## config.mk

```make
export PLATFORM = sky130hd
export DESIGN_NAME = cordic_sched
export DESIGN_NICKNAME = d
export VERILOG_FILES = /design/src/rtl/cordic_sched.sv
export SDC_FILE = /design/constraint.sdc
export NUM_CORES = 1
export LEC_CHECK = 0
export ABC_AREA = 1
export CAP_MARGIN = 20
export CORE_MARGIN = 5
export CORE_UTILIZATION = 45
export CTS_BUF_LIST = sky130_fd_sc_hd__clkbuf_16
export DETAILED_ROUTE_END_ITERATION = 10
export PLACE_DENSITY = 0.87
export SYNTH_ARGS = -nofsm -noshare
export SYNTH_HDL_FRONTEND = slang
export SYNTH_SLANG_ARGS = --single-unit
```

## constraint.sdc

```tcl
create_clock -name clk_fs -period 4.3 [get_ports clk_fs]
set_clock_uncertainty 0.15 [all_clocks]
set_input_delay 0.86 -clock clk_fs [delete_from_list [all_inputs] [get_ports clk_fs]]
set_output_delay 0.86 -clock clk_fs [all_outputs]
set_load 0.03 [all_outputs]
```

## src/rtl/cordic_sched.sv

```systemverilog
// Round-robin scheduler that shares one CORDIC rotator between NCH channels.
// One operation is outstanding at a time: grant -> start pulse -> wait for the
// core (guarded by a watchdog) -> hold the response until it is accepted.
module cordic_sched #(
    parameter int BW  = 12,
    parameter int ABW = 10,
    parameter int NCH = 4,
    parameter int TMO = 32
) (
    input  logic                     clk_fs,
    input  logic                     rst,
    input  logic [NCH-1:0]           req_valid,
    output logic [NCH-1:0]           req_ready,
    input  logic [NCH*BW-1:0]        req_I,
    input  logic [NCH*BW-1:0]        req_Q,
    input  logic [NCH*ABW-1:0]       req_phase,
    output logic                     core_start,
    output logic [BW-1:0]            core_I,
    output logic [BW-1:0]            core_Q,
    output logic [ABW-1:0]           core_phase,
    input  logic                     core_done,
    input  logic [BW-1:0]            core_Iout,
    input  logic [BW-1:0]            core_Qout,
    output logic                     rsp_valid,
    input  logic                     rsp_ready,
    output logic [$clog2(NCH)-1:0]   rsp_id,
    output logic [BW-1:0]            rsp_I,
    output logic [BW-1:0]            rsp_Q,
    output logic                     busy,
    output logic                     tmo_err
);

    localparam int IDW = $clog2(NCH);
    localparam int WDW = $clog2(TMO);
    localparam logic [WDW-1:0] WD_LAST = WDW'(TMO - 1);

    typedef enum logic [1:0] {
        S_IDLE  = 2'd0,
        S_ISSUE = 2'd1,
        S_WAIT  = 2'd2,
        S_RESP  = 2'd3
    } state_t;

    state_t          state_q, state_d;
    logic [IDW-1:0]  ptr_q;
    logic [IDW-1:0]  id_q;
    logic [BW-1:0]   op_i_q, op_q_q;
    logic [ABW-1:0]  op_ph_q;
    logic [BW-1:0]   res_i_q, res_q_q;
    logic [WDW-1:0]  wd_q;
    logic            tmo_q;

    logic            grant_any;
    logic [IDW-1:0]  grant_idx;
    logic [IDW-1:0]  cand;
    logic            wd_expired;

    // Channel index a+b, wrapped into 0..NCH-1 (b is at most NCH).
    function automatic logic [IDW-1:0] wrap_add(input logic [IDW-1:0] a, input int b);
        int s;
        s = int'(a) + b;
        if (s >= NCH) begin
            s = s - NCH;
        end
        return IDW'(s);
    endfunction

    // Round-robin search: first valid channel at or after ptr, wrapping.
    always_comb begin
        grant_any = 1'b0;
        grant_idx = '0;
        cand      = '0;
        for (int i = 0; i < NCH; i++) begin
            cand = wrap_add(ptr_q, i);
            if (!grant_any && req_valid[cand]) begin
                grant_any = 1'b1;
                grant_idx = cand;
            end
        end
    end

    // Timeout fires in the WAIT cycle where the count has reached TMO-1 with no done.
    assign wd_expired = (wd_q == WD_LAST) && !core_done;

    // State register.
    always_ff @(posedge clk_fs) begin
        if (rst) begin
            state_q <= S_IDLE;
        end else begin
            state_q <= state_d;
        end
    end

    // Next-state logic; core_done only matters while waiting.
    always_comb begin
        state_d = state_q;
        unique case (state_q)
            S_IDLE:  if (grant_any) state_d = S_ISSUE;
            S_ISSUE: state_d = S_WAIT;
            S_WAIT: begin
                if (core_done) begin
                    state_d = S_RESP;
                end else if (wd_expired) begin
                    state_d = S_IDLE;
                end
            end
            S_RESP:  if (rsp_ready) state_d = S_IDLE;
            default: state_d = S_IDLE;
        endcase
    end

    // Outputs decoded from state; req_ready is held low while reset is asserted.
    always_comb begin
        req_ready  = '0;
        core_start = 1'b0;
        rsp_valid  = 1'b0;
        busy       = 1'b1;
        unique case (state_q)
            S_IDLE: begin
                busy = 1'b0;
                if (grant_any && !rst) begin
                    req_ready = NCH'(1) << grant_idx;
                end
            end
            S_ISSUE: core_start = 1'b1;
            S_WAIT:  ;
            S_RESP:  rsp_valid = 1'b1;
            default: ;
        endcase
    end

    // Datapath: operand capture on grant, watchdog, result capture, timeout pulse.
    always_ff @(posedge clk_fs) begin
        if (rst) begin
            ptr_q   <= '0;
            id_q    <= '0;
            op_i_q  <= '0;
            op_q_q  <= '0;
            op_ph_q <= '0;
            res_i_q <= '0;
            res_q_q <= '0;
            wd_q    <= '0;
            tmo_q   <= 1'b0;
        end else begin
            tmo_q <= 1'b0;
            unique case (state_q)
                S_IDLE: begin
                    if (grant_any) begin
                        op_i_q  <= req_I[grant_idx*BW +: BW];
                        op_q_q  <= req_Q[grant_idx*BW +: BW];
                        op_ph_q <= req_phase[grant_idx*ABW +: ABW];
                        id_q    <= grant_idx;
                        ptr_q   <= wrap_add(grant_idx, 1);
                    end
                end
                S_ISSUE: wd_q <= '0;
                S_WAIT: begin
                    if (core_done) begin
                        res_i_q <= core_Iout;
                        res_q_q <= core_Qout;
                    end else if (wd_expired) begin
                        tmo_q <= 1'b1;
                    end else begin
                        wd_q <= wd_q + WDW'(1);
                    end
                end
                S_RESP:  ;
                default: ;
            endcase
        end
    end

    assign core_I     = op_i_q;
    assign core_Q     = op_q_q;
    assign core_phase = op_ph_q;
    assign rsp_id     = id_q;
    assign rsp_I      = res_i_q;
    assign rsp_Q      = res_q_q;
    assign tmo_err    = tmo_q;

endmodule

```

==> flow_summary.toml <==
[power_and_ir_drop]
p_comb_share_pct = 68.2
power_switching_mw = 2.60
cellLeakagePower_nw = 3.92
switching_share_pct = 51.2
power_density_nw_per_um2 = 679
p_int_mw = 2.47
pwr-share-clk_pct = 12.7
ir_drop_v = 0.000386
seq_power_share_pct = 19.1

[die]
rows = 38
die_h_um = 115
core-area_um2 = 10800
die_area_um2 = 13100
initial_core_util_pct = 45.6
die_x_um = 115
io_pins = 236

[worst_setup_path]
start_kind = "input pin"
setup.worst_path.class = "input pin to output port"
ff2ff_path_depth = 13
end_kind = "output port"
cp_max_fo = 20
critPathLaunch = "req_valid[3]"
reg2reg_slack_ns = 1.28
rr_startpoint = "ptr_q[0]$_SDFFE_PP0P_"
timing.rr.end = "core_Q[7]$_SDFFE_PP0P_"
worstPathArrival_ns = 2.76
endpoint = "req_ready[0]"
required_ns = 3.29

[route]
wire_per_inst_um = 14.0
drt_iter0_markers = 422
drc = 0
num_vias = 5759
routed_wl_um = 16700
dr.pass1.iters = 7
ant_nets = 0
vias_per_cell = 4.83

[sta]
slew_viol_final = 0
hold_violations = 0
relSlewSlack_pct = 36.0
finalSetupViolCount = 0
period_share_pct = 87.7
fmaxAchievable_ghz = 0.265
min_period_ns = 3.77
rsz0062_at_grt = "false"
worst_slew_pin_slew_ns = 0.960
setup_slack_ns = 0.530
setup-tns-final_ns = 0

[clocking]
cts_tree = "built"
cts_max_level = 3
clock-root-buffer = "clkbuf_16"
ctsHoldBuffers = 0
clk_latency_ns = 0.32
post_cts_resized = 0
numCtsBuffers = 9
clkTransAtPathRegs_ns = 0.06
ctsLongestPathBuffers = 2
post-cts-setup-buffer-count = 0
cts.sinks = 70

[grt]
grt_pass1_vias = 5436
grt_pass1_wl_um = 26000
grt_max_degree = 67
overflow = 0
grtUsageTotal_pct = 24.6
antenna_found_initial = 0

[finish]
fin_cells = 1193
syn_to_final_growth_pct = 51.7
drive_gt1_share_pct = 5.32
layout.nets = 1218
antenna_cells = 0
utilization_pct = 69.2
nFillCells = 966
postLayoutCellArea_um2 = 7460

[synthesis]
ys_ff_latch = 70
synth_fp_nets = 1010
synthCells = 840
yosys_warnings = 0
syn_area_per_cell_um2 = 5.86
netlist_area_um2 = 4920
ys_seq_area_share_pct = 28.5
synth_cell_type_count = 33

[placed_design]
dpl_cell_area_um2 = 7210
dpl.cell_count = 1177
hpwlAfterDp_um = 12100
post-place-ws_ns = 0.572
gp_congestion = 0.829
port_buffers = 235

[hold_path]
hp-class = "register to register"

[run_status]
status = "completed"

[run]
max_cap_violations = 0
-- cell families after synthesis --
group | Yosys count | share of synthesized area, %
simple gates | 478 | 44.4
buf+inv | 247 | 21.5
flops | 70 | 28.5
compound gates | 43 | 5.11
fa+ha+maj | 2 | 0.508
-- power by group through the flow --
stage | combinational [mW] | clock, mW | sequential [mW]
finish | 3.45 | 0.644 | 0.970
global route | 3.83 | 0.695 | 0.996
CTS | 3.48 | 0.662 | 0.970
detailed placement | 3.46 | 0 | 0.982
global placement | 3.41 | 0 | 0.975
floorplan | 2.21 | 0 | 1.31
-- through the flow --
stage               power, mW  hold slack, ns
floorplan                3.52           0.294
global placement         4.39           0.304
detailed placement       4.44           0.329
CTS                      5.11           0.338
global route             5.53           0.365
finish                   5.07           0.337
-- per-layer routing --
| metal | routed length (um) | global-route usage (%) |
|---|---|---|
| met1 | 6930 | 29.8 |
| met2 | 7620 | 41.7 |
| met3 | 1780 | 6.66 |
| met4 | 331 | 8.47 |
| met5 | 0 | 0 |
-- cell usage in the layout, fill, tap and decap left out, drive strengths merged, types with 7 or more instances in the layout --
cell | synthesis | final
inv | 196 | 197
o21ai | 32 | 32
nand2 | 125 | 125
dfxtp | 70 | 70
buf | 35 | 17
clkdlybuf4s50 | 0 | 230
a21oi | 7 | 7
nand3 | 215 | 215
clkbuf | 15 | 9
nor2 | 133 | 133
-- layout make-up --
cell class                 count  area [um^2]  area share (%)
multi-input combinational    523         2460            33.0
timing repair buffer         247         2430            32.5
sequential                    70         1400            18.8
inverter                     197          739            9.91
clock buffer                   9          225            3.02
tap                          140          175            2.35
clock inverter                 7         32.5           0.436
-- state kept, by name, summed over array words and instances (netlist names) --
register	flops
core_I	12
rsp_id	2
tmo_err	1
state_q	2
core_Q	12
wd_q	5
rsp_I	12
rsp_Q	12
core_phase	10
ptr_q	2
-- worst max-delay path, stage by stage --
cell and delay, ns:
clkdlybuf4s50_1 0.44, inv_1 0.08, nand2_1 0.05, nand3_1 0.13, nand2_2 0.08, nor2_1 0.21, nand2_4 0.09, nand2_4 0.11
nand2_4 0.17, nor4_1 0.30, buf_4 0.22
-- cell usage after synthesis --
cell / instances / area share (%)
dfxtp_1: 70 / 28
o21ai_1: 3 / 0.31
buf_4: 9 / 1.4
o2111ai_1: 1 / 0.18
inv_1: 191 / 15
buf_1: 1 / 0.076
ha_1: 2 / 0.51
nor2_8: 1 / 0.41
nand3_1: 212 / 22
buf_6: 7 / 1.6
clkbuf_1: 15 / 1.1
a211oi_1: 1 / 0.15
a21oi_2: 1 / 0.18
nor2_4: 1 / 0.23
buf_2: 16 / 1.6
nor2_2: 2 / 0.25
nand3_4: 1 / 0.36
o21ai_2: 1 / 0.18
nand2_2: 6 / 0.76
nand2_4: 4 / 0.92
a31oi_2: 1 / 0.25
clkinv_1: 1 / 0.076
o21ai_4: 1 / 0.33
nand4_4: 1 / 0.43
inv_2: 5 / 0.38
a21oi_1: 6 / 0.61
nor4_1: 4 / 0.51
o21ai_0: 27 / 2.7
o311ai_0: 1 / 0.18
buf_8: 2 / 0.61
nor2_1: 129 / 9.8
nand3_2: 2 / 0.41
nand2_1: 115 / 8.8
-- worst min-delay path by stage --
stage	from	end	slack (ns)	depth (start not counted)
after floorplan	wd_q[4]$_SDFFE_PP0P_	wd_q[4]$_SDFFE_PP0P_	0.29	2
after global placement	wd_q[4]$_SDFFE_PP0P_	wd_q[4]$_SDFFE_PP0P_	0.30	2
after detailed placement	wd_q[1]$_SDFFE_PP0P_	wd_q[1]$_SDFFE_PP0P_	0.33	2
after CTS	wd_q[1]$_SDFFE_PP0P_	wd_q[1]$_SDFFE_PP0P_	0.34	2
after global routing	wd_q[4]$_SDFFE_PP0P_	wd_q[4]$_SDFFE_PP0P_	0.37	2
final	wd_q[1]$_SDFFE_PP0P_	wd_q[1]$_SDFFE_PP0P_	0.34	2
Power figures use the tool's default switching activity.
